===== src/rtl/updown_counter_pkg.sv =====
// -----------------------------------------------------------------------------
// updown_counter_pkg
// Shared types and defaults for the parametrised up/down counter.
//   dir_e  : count direction (ud input)
//   mode_e : end-of-range behaviour (sat_mode input)
//   DEF_WIDTH / DEF_PRESCALE : default parameter values for the counter.
// -----------------------------------------------------------------------------
package updown_counter_pkg;

   typedef enum logic {DIR_DOWN = 1'b0, DIR_UP = 1'b1} dir_e;
   typedef enum logic {MODE_WRAP = 1'b0, MODE_SAT = 1'b1} mode_e;

   localparam int DEF_WIDTH    = 8;
   localparam int DEF_PRESCALE = 5_000_000;

endpackage : updown_counter_pkg


===== src/rtl/updown_counter_param_prescaler.sv =====
// -----------------------------------------------------------------------------
// tick_prescaler
// Clock-enable generator: produces a one-cycle tick every PRESCALE enabled
// clock cycles. Only built when UPDOWN_COUNTER_PRESCALE_EN is defined.
// Ports:
//   clk  in  1  clock
//   rst  in  1  synchronous active-low reset (clears the phase counter)
//   en   in  1  advance enable; en=0 freezes the phase counter
//   tick out 1  high while the phase counter sits at PRESCALE-1
// -----------------------------------------------------------------------------
`ifdef UPDOWN_COUNTER_PRESCALE_EN
module tick_prescaler
   import updown_counter_pkg::*;
#(
   parameter int PRESCALE = DEF_PRESCALE
) (
   input  logic clk,
   input  logic rst,
   input  logic en,
   output logic tick
);

   localparam int             CW   = $clog2(PRESCALE) + 1;
   localparam logic [CW-1:0]  LAST = CW'(PRESCALE - 1);

   logic [CW-1:0] phase_reg;

   always_ff @(posedge clk) begin
      if (!rst) begin
         phase_reg <= '0;
      end else if (en) begin
         phase_reg <= (phase_reg == LAST) ? '0 : phase_reg + CW'(1);
      end
   end

   // Tick is decoded from the phase so it lines up with the cycle the
   // counter sits at its last value; the parent gates it with en.
   assign tick = (phase_reg == LAST);

endmodule : tick_prescaler
`endif


===== src/rtl/updown_counter_param.sv =====
// -----------------------------------------------------------------------------
// updown_counter_param
// Parametrised up/down counter with enable, parallel load, wrap/saturate
// mode, terminal-count and wrap / saturation-hit pulses.
// Optional prescaler: define UPDOWN_COUNTER_PRESCALE_EN to step only once
// every PRESCALE enabled cycles; otherwise one step per enabled clock.
// Parameters: WIDTH, MODULUS (2 <= MODULUS <= 2**WIDTH), PRESCALE (>= 1).
// Ports:
//   clk      in   1      clock
//   rst      in   1      synchronous active-low reset
//   en       in   1      count enable (load ignores it)
//   ud       in   1      1 = up, 0 = down
//   sat_mode in   1      1 = saturate, 0 = wrap
//   load     in   1      parallel load strobe (beats stepping)
//   load_val in   WIDTH  value to load, clamped to MODULUS-1
//   count    out  WIDTH  registered count
//   tc       out  1      combinational terminal count for the current direction
//   wrap     out  1      one-cycle pulse after a wrapping step
//   sat_hit  out  1      one-cycle pulse after a step blocked by saturation
// -----------------------------------------------------------------------------
module updown_counter_param
   import updown_counter_pkg::*;
#(
   parameter int WIDTH    = DEF_WIDTH,
   parameter int MODULUS  = 2 ** WIDTH,
   parameter int PRESCALE = DEF_PRESCALE
) (
   input  logic             clk,
   input  logic             rst,
   input  logic             en,
   input  logic             ud,
   input  logic             sat_mode,
   input  logic             load,
   input  logic [WIDTH-1:0] load_val,
   output logic [WIDTH-1:0] count,
   output logic             tc,
   output logic             wrap,
   output logic             sat_hit
);

   // One extra bit so that MODULUS itself (up to 2**WIDTH) and the borrow of
   // 0-1 are representable without aliasing.
   localparam logic [WIDTH:0] MOD_W = (WIDTH + 1)'(MODULUS);
   localparam logic [WIDTH:0] MAX_W = (WIDTH + 1)'(MODULUS - 1);
   localparam logic [WIDTH:0] ONE_W = (WIDTH + 1)'(1);

   logic             tick;
   logic             step;
   dir_e             dir;
   mode_e            mode;

   logic [WIDTH-1:0] count_reg, count_next;
   logic             wrap_reg, wrap_next;
   logic             sat_hit_reg, sat_hit_next;

   logic [WIDTH:0]   count_w;
   logic [WIDTH:0]   sum_up;
   logic [WIDTH:0]   diff_down;

`ifdef UPDOWN_COUNTER_PRESCALE_EN
   tick_prescaler #(
      .PRESCALE (PRESCALE)
   ) u_prescaler (
      .clk  (clk),
      .rst  (rst),
      .en   (en),
      .tick (tick)
   );
`else
   // PRESCALE is always >= 1, so this is a constant 1: one step per clock.
   assign tick = (PRESCALE >= 1);
`endif

   assign step = en && tick;
   assign dir  = dir_e'(ud);
   assign mode = mode_e'(sat_mode);

   assign count_w   = {1'b0, count_reg};
   assign sum_up    = count_w + ONE_W;
   assign diff_down = count_w - ONE_W;

   always_comb begin
      count_next   = count_reg;
      wrap_next    = 1'b0;
      sat_hit_next = 1'b0;
      if (load) begin
         count_next = ({1'b0, load_val} >= MOD_W) ? MAX_W[WIDTH-1:0] : load_val;
      end else if (step) begin
         if (dir == DIR_UP) begin
            // Reaching MODULUS means we were already at the top.
            if (sum_up == MOD_W) begin
               if (mode == MODE_SAT) begin
                  sat_hit_next = 1'b1;
               end else begin
                  count_next = '0;
                  wrap_next  = 1'b1;
               end
            end else begin
               count_next = sum_up[WIDTH-1:0];
            end
         end else begin
            // A borrow out of the extra bit means we were at zero.
            if (diff_down[WIDTH]) begin
               if (mode == MODE_SAT) begin
                  sat_hit_next = 1'b1;
               end else begin
                  count_next = MAX_W[WIDTH-1:0];
                  wrap_next  = 1'b1;
               end
            end else begin
               count_next = diff_down[WIDTH-1:0];
            end
         end
      end
   end

   always_ff @(posedge clk) begin
      if (!rst) begin
         count_reg   <= '0;
         wrap_reg    <= 1'b0;
         sat_hit_reg <= 1'b0;
      end else begin
         count_reg   <= count_next;
         wrap_reg    <= wrap_next;
         sat_hit_reg <= sat_hit_next;
      end
   end

   assign count   = count_reg;
   assign wrap    = wrap_reg;
   assign sat_hit = sat_hit_reg;
   assign tc      = (dir == DIR_UP) ? (count_w == MAX_W) : (count_reg == '0);

endmodule : updown_counter_param


===== config.mk =====
export PLATFORM = sky130hd
export DESIGN_NAME = updown_counter_param
export DESIGN_NICKNAME = d
export VERILOG_FILES = /design/src/rtl/updown_counter_pkg.sv /design/src/rtl/updown_counter_param_prescaler.sv /design/src/rtl/updown_counter_param.sv
export SDC_FILE = /design/constraint.sdc
export NUM_CORES = 1
export LEC_CHECK = 0
export CAP_MARGIN = 20
export CORE_MARGIN = 1
export CORE_UTILIZATION = 30
export DETAILED_ROUTE_END_ITERATION = 8
export PLACE_DENSITY = 0.59
export SLEW_MARGIN = 20
export SYNTH_ARGS = -nofsm -noshare
export SYNTH_HDL_FRONTEND = slang
export SYNTH_SLANG_ARGS = --single-unit

===== constraint.sdc =====
create_clock -name clk -period 3.9 [get_ports clk]
set_clock_uncertainty 0.2 [all_clocks]
set_input_delay 0.585 -clock clk [delete_from_list [all_inputs] [get_ports clk]]
set_output_delay 0.585 -clock clk [all_outputs]
set_load 0.01 [all_outputs]

Word-level counts from Yosys, hierarchy flattened
Cells that the tools add are included.
{"block": "word_totals", "ff_bits": 10, "out_inout_bits": 11, "input_bits": 14}
{"block": "op_classes", "n_bitwise": 2, "n_eq_ne": 4, "n_reduce_logical": 4, "muxes": 16, "addsub": 2}
{"op": "two-way mux 8 bit", "count": 7}
{"op": "adder 8 x 1 -> 9 bit, second input constant", "count": 1}
{"op": "== test 9 bit, second input constant", "count": 1}
{"op": "two-way mux 1 bit", "count": 9}
{"op": "subtractor 8 x 1 -> 9 bit, second input constant", "count": 1}
{"op": "== test 8 bit, second input constant", "count": 1}
{"op": "zero test 8 bit", "count": 1}
{"op": "!= test 4 bit, second input constant", "count": 2}
{"op": "AND reduction 3 bit", "count": 1}
{"op": "OR reduction 3 bit", "count": 1}
{"op": "inverter 1 bit", "count": 2}
{"op": "nonzero test 2 bit", "count": 1}

Longest topological paths before layout
{"block": "depth", "depth_word": 6, "depth_mapped": 7, "mapped_depth_nobuf": 7}

Least setup slack after synthesis
No wires, ideal clock.
{"block": "synth_path", "path_type": "input to output", "from": "input port ud", "to": "output port tc", "path_buffers": 1, "path_slack_ns": 1.607, "t_arrival_ns": 1.508, "path_stages": 4, "t_required_ns": 3.115, "path_cell_list": "buf_4 > nor4_2 > nand3_1 > mux2i_1"}
{"block": "synth_between", "elab_chain_cells": 1}
{"element": "from (decl)", "line_no": "updown_counter_param.sv:31", "source": "input logic ud,"}
{"element": "two-way mux 1 bit", "line_no": "updown_counter_param.sv:132", "source": "assign tc = (dir == DIR_UP) ? (count_w == MAX_W) : (count_reg == '0);"}
{"element": "to (decl)", "line_no": "updown_counter_param.sv:36", "source": "output logic tc,"}
No other way between the ends.

Final worst setup path
Same ends and word-level chain as after synthesis.

==> summary.md <==
| Metric | Value |
|---|---|
| Status | `finished clean` |
| Leakage | `~0.4 nW` |
| Final setup TNS | `0 ps` |
| Num CTS Buffers | `3` |
| Clock Pin Slew Worst Setup and Hold Paths | `~70 ps` |
| Max IR drop VDD | `roughly 200 µV` |
| Core box area | `around 2500 µm²` |
| Die H | `around 54 µm` |
| Yosys warning count | `0` |
| Worst path arrival time | `around 2400 ps` |
| Cells after DPL | `145` |
| Worst-Skew Late Latency | `~270 ps` |
| Final Hold Vio Count | `0` |
| EDFF count, synth | `0` |
| Pre-CTS setup slack | `726 ps` |
| Share of the synthesized area in the top cell type | `0.248` |
| Layout Cells excl Fill | `roughly 150` |
| TritonCTS Sinks | `10` |
| Max-Cap Viols | `0` |
| Hold Crit Class | `flip-flop to flip-flop` |
| Synthesized instance count | `slightly below 100` |
| Main flop type after synthesis | `dfxtp_1` |
| Mux cell area share after synthesis | `0.0387` |
| ANT cells | `0` |
| Number of port buffers | `24` |
| CTS resizes | `0` |
| Power per standard cell area | `297 nW/µm²` |
| Critical Path Fanout Max | `9` |
| Total congestion overflow | `0` |
| HPWL after detailed placement | `between 1500 and 2000 µm` |
| Remaining DRCs | `0` |
| Adder-Cell Fraction of Synth Area | `0.0619` |
| Post-CTS Setup Repair Bufs | `0` |
| Root buffer cell | `clkbuf_4` |
| Area grow syn2layout | `34.4%` |
| Crit path time final | `~3200 ps` |
| Gp weighted congestion | `~0.87` |
| Max-slew headroom | `0.574` |
| Critical path class | `primary input to primary output` |
| Wire length per cell | `around 15 µm` |
| H-tree depth reported by CTS | `1` |
| Initial core utilization | `0.320` |
| Die Span X | `between 50 and 60 µm` |
| Antenna Nets Post-Route | `0` |
| Startpoint Class | `primary input` |
| Share of cells above drive strength 1 | `0.118` |
| Period utilization | `0.819` |
| Syn avg cell area | `roughly 8.2 µm²` |
| Main combinational cell family by area after synthesis | `simple AND/OR/NAND/NOR gates` |
| Req. time, crit path | `3120 ps` |
| Synth Area in Simple Gates | `0.319` |
| # hold bufs at CTS | `0` |
| RSZ-0062 raised after global routing | `no` |
| Vias | `between 800 and 900` |
| Setup slack after layout | `between 700 and 800 ps` |
| Final nets | `between 100 and 150` |
| Compound-Gate Fraction of Synth Area | `0.206` |
| Synth top area cells | `dfxtp_1, nand4_1, ha_1, xor2_1, o21ai_0` |
| Unique masters post-synth | `38` |
| Die Area | `2910 µm²` |
| F_max | `~310 MHz` |
| CTS tree | `done` |
| Routed WL | `between 2000 and 2500 µm` |
| Tightest Pin Transition | `630 ps` |
| Detailed Route Iter0 Violations | `17` |
| Syn_nets | `around 120` |
| Setup crit end kind | `primary output` |
| Cell Area, Synth | `808 µm²` |
| Synth area leader | `dfxtp_1` |
| Initial antenna violation count | `0` |
| Vias in the first global route | `just under 800` |
| Slew Viols, Final | `0` |
| Vias per cell | `between 5 and 6` |
| DRT Pass-1 Iters | `4` |
| First-pass GRT wire length | `between 3000 and 4000 µm` |
| GRT Util Overall | `0.177` |
| Largest net degree at the start of global routing | `14` |
| Filler instances | `between 200 and 300` |
| I/O pin count | `25` |
| WHS | `about 470 ps` |
| Synth async-reset ratio | `0` |
| # setup viols final | `0` |
| Xor/xnor cell area share of the yosys netlist | `0.0542` |
| Yosys reg bits | `10` |
| Max reg flops | `8` |
| Clk buf depth | `2` |
| Seq/Total Area, Yosys | `0.248` |
| Site Rows | `18` |
| Final Core Density | `0.431` |
report_power, final:
part / switching, mW / internal (mW)
clock: 0.0405 / 0.0568
combinational: 0.0463 / 0.0518
sequential: 0.0170 / 0.110
total: 0.104 / 0.218
cell usage in the layout (no fill, tap or decap):
cell type	Yosys	final
a211oi_2	1	1
a21o_1	1	1
a21oi_1	3	3
a22oi_1	1	1
a311o_1	1	1
a311oi_2	1	1
a31o_1	1	1
a31oi_1	4	4
a41oi_1	1	1
and2_1	2	2
and3_1	2	2
and4_2	1	1
buf_4	1	1
clkbuf_4	0	3
clkbuf_8	0	1
clkdlybuf4s50_1	0	24
dfxtp_1	10	10
ha_1	4	4
inv_1	4	4
mux2_2	1	1
mux2i_1	2	2
nand2_1	4	4
nand3_1	5	5
nand3_2	1	1
nand3_4	1	1
nand4_1	10	10
nor2_1	6	6
nor2b_1	1	1
nor4_1	1	1
nor4_2	1	1
nor4b_1	2	2
o211ai_1	2	2
o21ai_0	7	7
o22ai_1	1	1
or2_2	1	1
or4_4	1	1
or4b_1	1	1
xor2_1	5	5
layer usage:
layer / vias up / GRT usage / routed length [µm]
li1: 414 / - / -
met1: 390 / 0.208 / 963
met2: 20 / 0.302 / 1120
met3: 5 / 0.0593 / 101
met4: 0 / 0.0526 / 18
met5: - / 0 / 0
final cells by class:
cell class / count / area, µm² / area share
Multi-Input combinational cell: 76 / 549 / 0.506
Timing Repair Buffer: 25 / 248 / 0.228
Sequential cell: 10 / 200 / 0.184
Tap cell: 30 / 37.5 / 0.0346
Clock buffer: 4 / 36.3 / 0.0334
Inverter: 4 / 15.0 / 0.0138
cells by family (layout without fill, tap and decap cells):
group	Yosys count	count (layout)
adders and majority gates	4	4
DFF	10	10
muxes	3	3
AOI/OAI and AO/OA	24	24
buffers and inverters	12	33
xor gates and xnor gates	5	5
and+or+nand+nor	40	40
synth_stat cells (3+ instances only):
library cell and count:
nand2_1 4, inv_1 4, a21oi_1 3, clkbuf_1 4, ha_1 4, dfxtp_1 10
o21ai_0 7, nand3_1 5, a31oi_1 4, nand4_1 10, nor2_1 6, xor2_1 5
critical path, stage by stage:
cell             delay (ps)
clkdlybuf4s50_1         690
and4_2                  320
nand3_1                 100
mux2i_1                 160
clkdlybuf4s50_1         560
per-stage QoR:
step                      power (mW)  area, µm²
after floorplan                0.183        808
after global placement         0.226       1050
after detailed placement       0.226       1050
after CTS                      0.324       1090
after global routing           0.343       1090
final                          0.322       1090
final timing paths:
| check | start | end | slack (ps) | cells after the start |
|---|---|---|---|---|
| max | ud | tc | 710 | 5 |
| min | count[0] | count[0] | 470 | 2 |
| max reg2reg | count[1] | count[1] | 1580 | 7 |
| min reg2reg | count[0] | count[0] | 470 | 2 |
No activity file was read; power rests on OpenSTA's default activity.
==> variant 1 (config.mk and constraints unchanged) <==
Put a register stage on the output `tc`, cleared by the reset. The value now appears one clock later. The other outputs are not delayed to match. Comments in the files are not updated.
--- a/src/rtl/updown_counter_param.sv
+++ b/src/rtl/updown_counter_param.sv
@@ -131,3 +131,9 @@
    assign sat_hit = sat_hit_reg;
-   assign tc      = (dir == DIR_UP) ? (count_w == MAX_W) : (count_reg == '0);
+   always_ff @(posedge clk) begin
+      if (!rst) begin
+         tc <= '0;
+      end else begin
+         tc <= (dir == DIR_UP) ? (count_w == MAX_W) : (count_reg == '0);
+      end
+   end
 
Check against the original RTL: not equivalent (Yosys sat finds a counterexample within 4 cycles, from zero or initial values and one cycle with rst low).
==> variant 1 against the original RTL <==
- non-clock buffer count is 1 lower
- power down 1.9%
- wire length rose by 4.3%
- global-route usage fell by 2.6 points
- highest routed layer unchanged
- fmax increased by 22%
- sequential cell count grew 1
- setup slack better by 580 ps
- critical endpoint is now count[4]
- area after synthesis up 9.8%
- count of clock-buffer cells in the layout is the same
- cell area rose by 5.8%
==> variant 1: results (changes against the original RTL) <==
run status -> complete, no violations
Final GP Congestion -> 0.873 (+0.25%)
M1 WL -> 1.05 mm (+8.6%)
final wirelength -> 2.30 mm (+4.3%)
R2R setup slack -> 1600 ps (+20 ps)
metal2 WL -> 1.04 mm (-7.1%)
Total GRT Usage -> 15.2% (-2.6 points)
worst-path maximum fanout -> 13 (+4)
via count of the first global-routing pass -> 834 (+6.6%)
drt wl/cell -> 13.9 um (-5.8%)
Setup crit end -> count[4]
P_leak -> 0.452 nW (+15%)
worst flop-to-flop path startpoint -> count[0]
CP peak stage delay -> 790 ps (+100 ps)
share of layout cells above drive strength 1 -> 6.72% (-5.0 points)
Logic pwr share -> 30.3% (-0.2 points)
iteration-0 DRC count of the detailed router -> 36 (+19)
largest cells by area after synthesis -> dfxtp_1 25%, nand3_1 6.8%, ha_1 5.6%
cell count after synthesis -> 112 (+14%)
Final HPWL DP -> 1.72 mm (+4.2%)
CP Capture Type -> flip-flop
RR Endpoint -> count[7]
first-pass GRT wire length -> 3.80 mm (+4.8%)
Sw Ratio -> 33.4% (+1.2 points)
Seq/Total Area, Yosys -> 24.8% (+0.056 points)
worst hold start -> count[1]
Post-Syn Nets -> 130 (+12%)
wire length on met3 -> 173 um (+71%)
DP Cell Count -> 161 (+11%)
Least-Margin Pin Slew -> 505 ps (-125 ps)
Post-synth top cells -> 12 x nand3_1, 11 x dfxtp_1, 10 x nor2_1
fill count -> 287 (+9.5%)
VDD IR max -> 0.158 mV (-23%)
vias after detailed routing -> 923 (+11%)
-- variant 1: cell count changes after synthesis, sizes merged, moves of 4 or more --
cell,change
xor2,-4
nand4,-9
nand3,+6
a21oi,+6
nor2,+4
nand2b,+4
nor3,+4
-- variant 1: metrics by stage --
stage	hold WS (ps)	power, W	worst slack, ps	instance area [um2]
after detailed placement	438	0.000238	1010	1120
final	446	0.000316	1290	1150
after floorplan	385	0.000198	1860	887
after global routing	492	0.000334	1150	1150
after global placement	423	0.000237	1070	1120
after CTS	452	0.000317	1300	1150
-- variant 1: kinds of logic (layout without fill, tap and decap cells) --
logic type / Yosys count / in the layout / synth area share (%)
simple gates: 51 / 51 / 33.0
compound gates: 31 / 31 / 25.4
flops: 11 / 11 / 24.8
buf+inv: 11 / 33 / 7.05
fa+ha+maj: 4 / 4 / 5.64
xor+xnor: 3 / 3 / 2.96
mux: 1 / 1 / 1.13
-- variant 1: routing by layer --
metal | global-route usage, % | vias up
li1 | - | 457
met1 | 21.0 | 425
met2 | 23.3 | 36
met3 | 1.38 | 5
met4 | 8.01 | 0
met5 | 0 | -
-- variant 1: cell type report --
| type | count | area, um2 | area share, % |
|---|---|---|---|
| clock buffer | 4 | 26.3 | 2.29 |
| multi-input combinational | 90 | 604 | 52.6 |
| sequential | 11 | 220 | 19.2 |
| inverter | 5 | 18.8 | 1.63 |
| timing repair buffer | 24 | 240 | 20.9 |
| tap | 31 | 38.8 | 3.38 |
-- variant 1: worst min path at each step --
stage / end / slack (ps) / depth (start not counted)
2_1_floorplan: count[1] / 380 / 2
3_3_place_gp: count[1] / 420 / 2
3_5_place_dp: count[1] / 440 / 2
4_1_cts: count[1] / 450 / 2
5_1_grt: count[1] / 490 / 2
6_report: count[1] / 450 / 2
==> variant 2 (config.mk and constraints unchanged) <==
Made on the original files. Add a define of `UPDOWN_COUNTER_PRESCALE_EN`.
--- a/src/rtl/updown_counter_param_prescaler.sv
+++ b/src/rtl/updown_counter_param_prescaler.sv
@@ -10,2 +10,4 @@
 // -----------------------------------------------------------------------------
+`define UPDOWN_COUNTER_PRESCALE_EN
+
 `ifdef UPDOWN_COUNTER_PRESCALE_EN
Formal check against the unedited RTL: not equivalent (Yosys sat finds a counterexample within 4 cycles, from zero or initial values and one cycle with rst low).
==> variant 2 against the original RTL <==
- setup slack improved by 200 ps
- area after synthesis is 140% higher
- cell area increased by 120%
- wire length increased by 100%
- sequential share of layout area grew 10 points
- register-to-register slack worse by 170 ps
- sequential cell count is 24 higher
- power is 130% higher
==> variant 2: results (changes against the original RTL) <==
RR Endpoint -> count[0]
arrival time worst endpoint -> 2210 ps (-200 ps)
wire length on met3 -> 234 um (+130%)
worst-path maximum fanout -> 10 (+1)
R2R setup slack -> 1410 ps (-170 ps)
metal2 WL -> 1.99 mm (+78%)
worst flop-to-flop path startpoint -> count[0]
drt wl/cell -> 13.6 um (-7.8%)
Total GRT Usage -> 13.9% (-3.8 points)
max FFs per register -> 24 (+16)
run status -> complete, no violations
largest cells by area after synthesis -> dfxtp_1 35%, xnor2_1 8.5%, nor2_1 6.5%
Post-synth top cells -> 34 x dfxtp_1, 34 x nor2_1, 19 x xnor2_1
H-Tree Level Count -> 2 (+1)
Cell variety after synth -> 44 (+16%)
largest net degree at the start of global routing -> 20 (+6)
CP max-delay cell -> or4_1
Rel. slew slack -> 48.6% (-8.8 points)
synth warn -> 0 (unchanged)
Worst Hold Endpoint -> u_prescaler.phase_reg[0]
via count of the first global-routing pass -> 1,699 (+120%)
iteration-0 DRC count of the detailed router -> 31 (+14)
CP peak stage delay -> 620 ps (-70 ps)
P_leak -> 0.781 nW (+98%)
Power Total -> 0.000736 W (+130%)
critical path type -> flip-flop to output port
Clock Latency Late Sink -> 290 ps (+20 ps)
CTS buffer count -> 5 (+2)
Synth Area in XOR/XNOR -> 11.2% (+5.7 points)
mux cell area share after synthesis -> 3.06% (-0.81 points)
first-pass GRT wire length -> 7.83 mm (+120%)
Worst R2R Path Depth -> 8 (+1)
worst hold start -> u_prescaler.phase_reg[0]
sw power -> 0.000190 W (+83%)
Seq/Total Area, Yosys -> 34.7% (+9.9 points)
Post-Synth Adder-Cell Area -> 3.19% (-3.0 points)
M1 WL -> 2.15 mm (+120%)
vias after detailed routing -> 1,742 (+110%)
==> variant 2: cell count changes in the layout (fill, tap and decap cells not counted), sizes merged, moves of 6 or more <==
cell / unedited run / this run
xnor2: 0 / 19
nand2: 4 / 14
inv: 4 / 10
nor3: 0 / 8
nor2: 6 / 34
dfxtp: 10 / 34
nor4: 2 / 15
==> variant 2: kinds of logic after synthesis <==
kind of cell / count (synthesis)
muxes: 6
xor gates and xnor gates: 25
buffers and inverters: 23
AOI/OAI and AO/OA: 18
DFF: 34
adders and majority gates: 5
and+or+nand+nor: 119
==> variant 2: layout make-up <==
class / count / share of cell area (%)
Sequential cell: 34 / 28.9
Inverter: 10 / 1.59
Clock inverter: 1 / 0.213
Multi-Input combinational cell: 173 / 50.3
Tap cell: 77 / 4.09
Clock buffer: 7 / 3.67
Timing Repair Buffer: 27 / 11.2
==> variant 2: metrics by stage <==
step / area (um2) / setup WS (ps) / hold slack [ps] / cells
after floorplan: 1960 / 1610 / 287 / 230
after global placement: 2260 / 856 / 311 / 321
after detailed placement: 2260 / 809 / 338 / 321
after CTS: 2350 / 909 / 350 / 329
after global routing: 2350 / 818 / 389 / 329
final: 2350 / 902 / 349 / 329
==> variant 2: worst max-delay path: cells and delay by family, from the launching register on <==
kind / cells / cell delay [ps]
AND/OR/NAND/NOR: 2 / 780
flip-flops: 1 / 410
buffers and inverters: 1 / 530
AO/OA/AOI/OAI: 1 / 200
==> variant 2: worst max path at each step <==
stage / endpoint / startpoint
final: tc / count[3]
after global routing: tc / count[3]
after global placement: count[5] / en
after floorplan: count[5] / ud
after CTS: tc / count[3]
after detailed placement: count[7] / en
==> variant 2: power by group through the flow <==
| stage | clock (W) | sequential [W] | combinational, W |
|---|---|---|---|
| after global placement | 0 | 0.000378 | 0.0000922 |
| after floorplan | 0 | 0.000376 | 0.0000529 |
| after global routing | 0.000296 | 0.000373 | 0.000103 |
| after detailed placement | 0 | 0.000379 | 0.0000930 |
| final | 0.000272 | 0.000371 | 0.0000927 |
| after CTS | 0.000280 | 0.000371 | 0.0000934 |
==> variant 2: per-layer routing <==
metal  track usage [%]  vias up
met3              3.48       11
met4              6.27        0
met1              18.3      813
li1                  -      872
met2              21.5       46
met5                 0        -
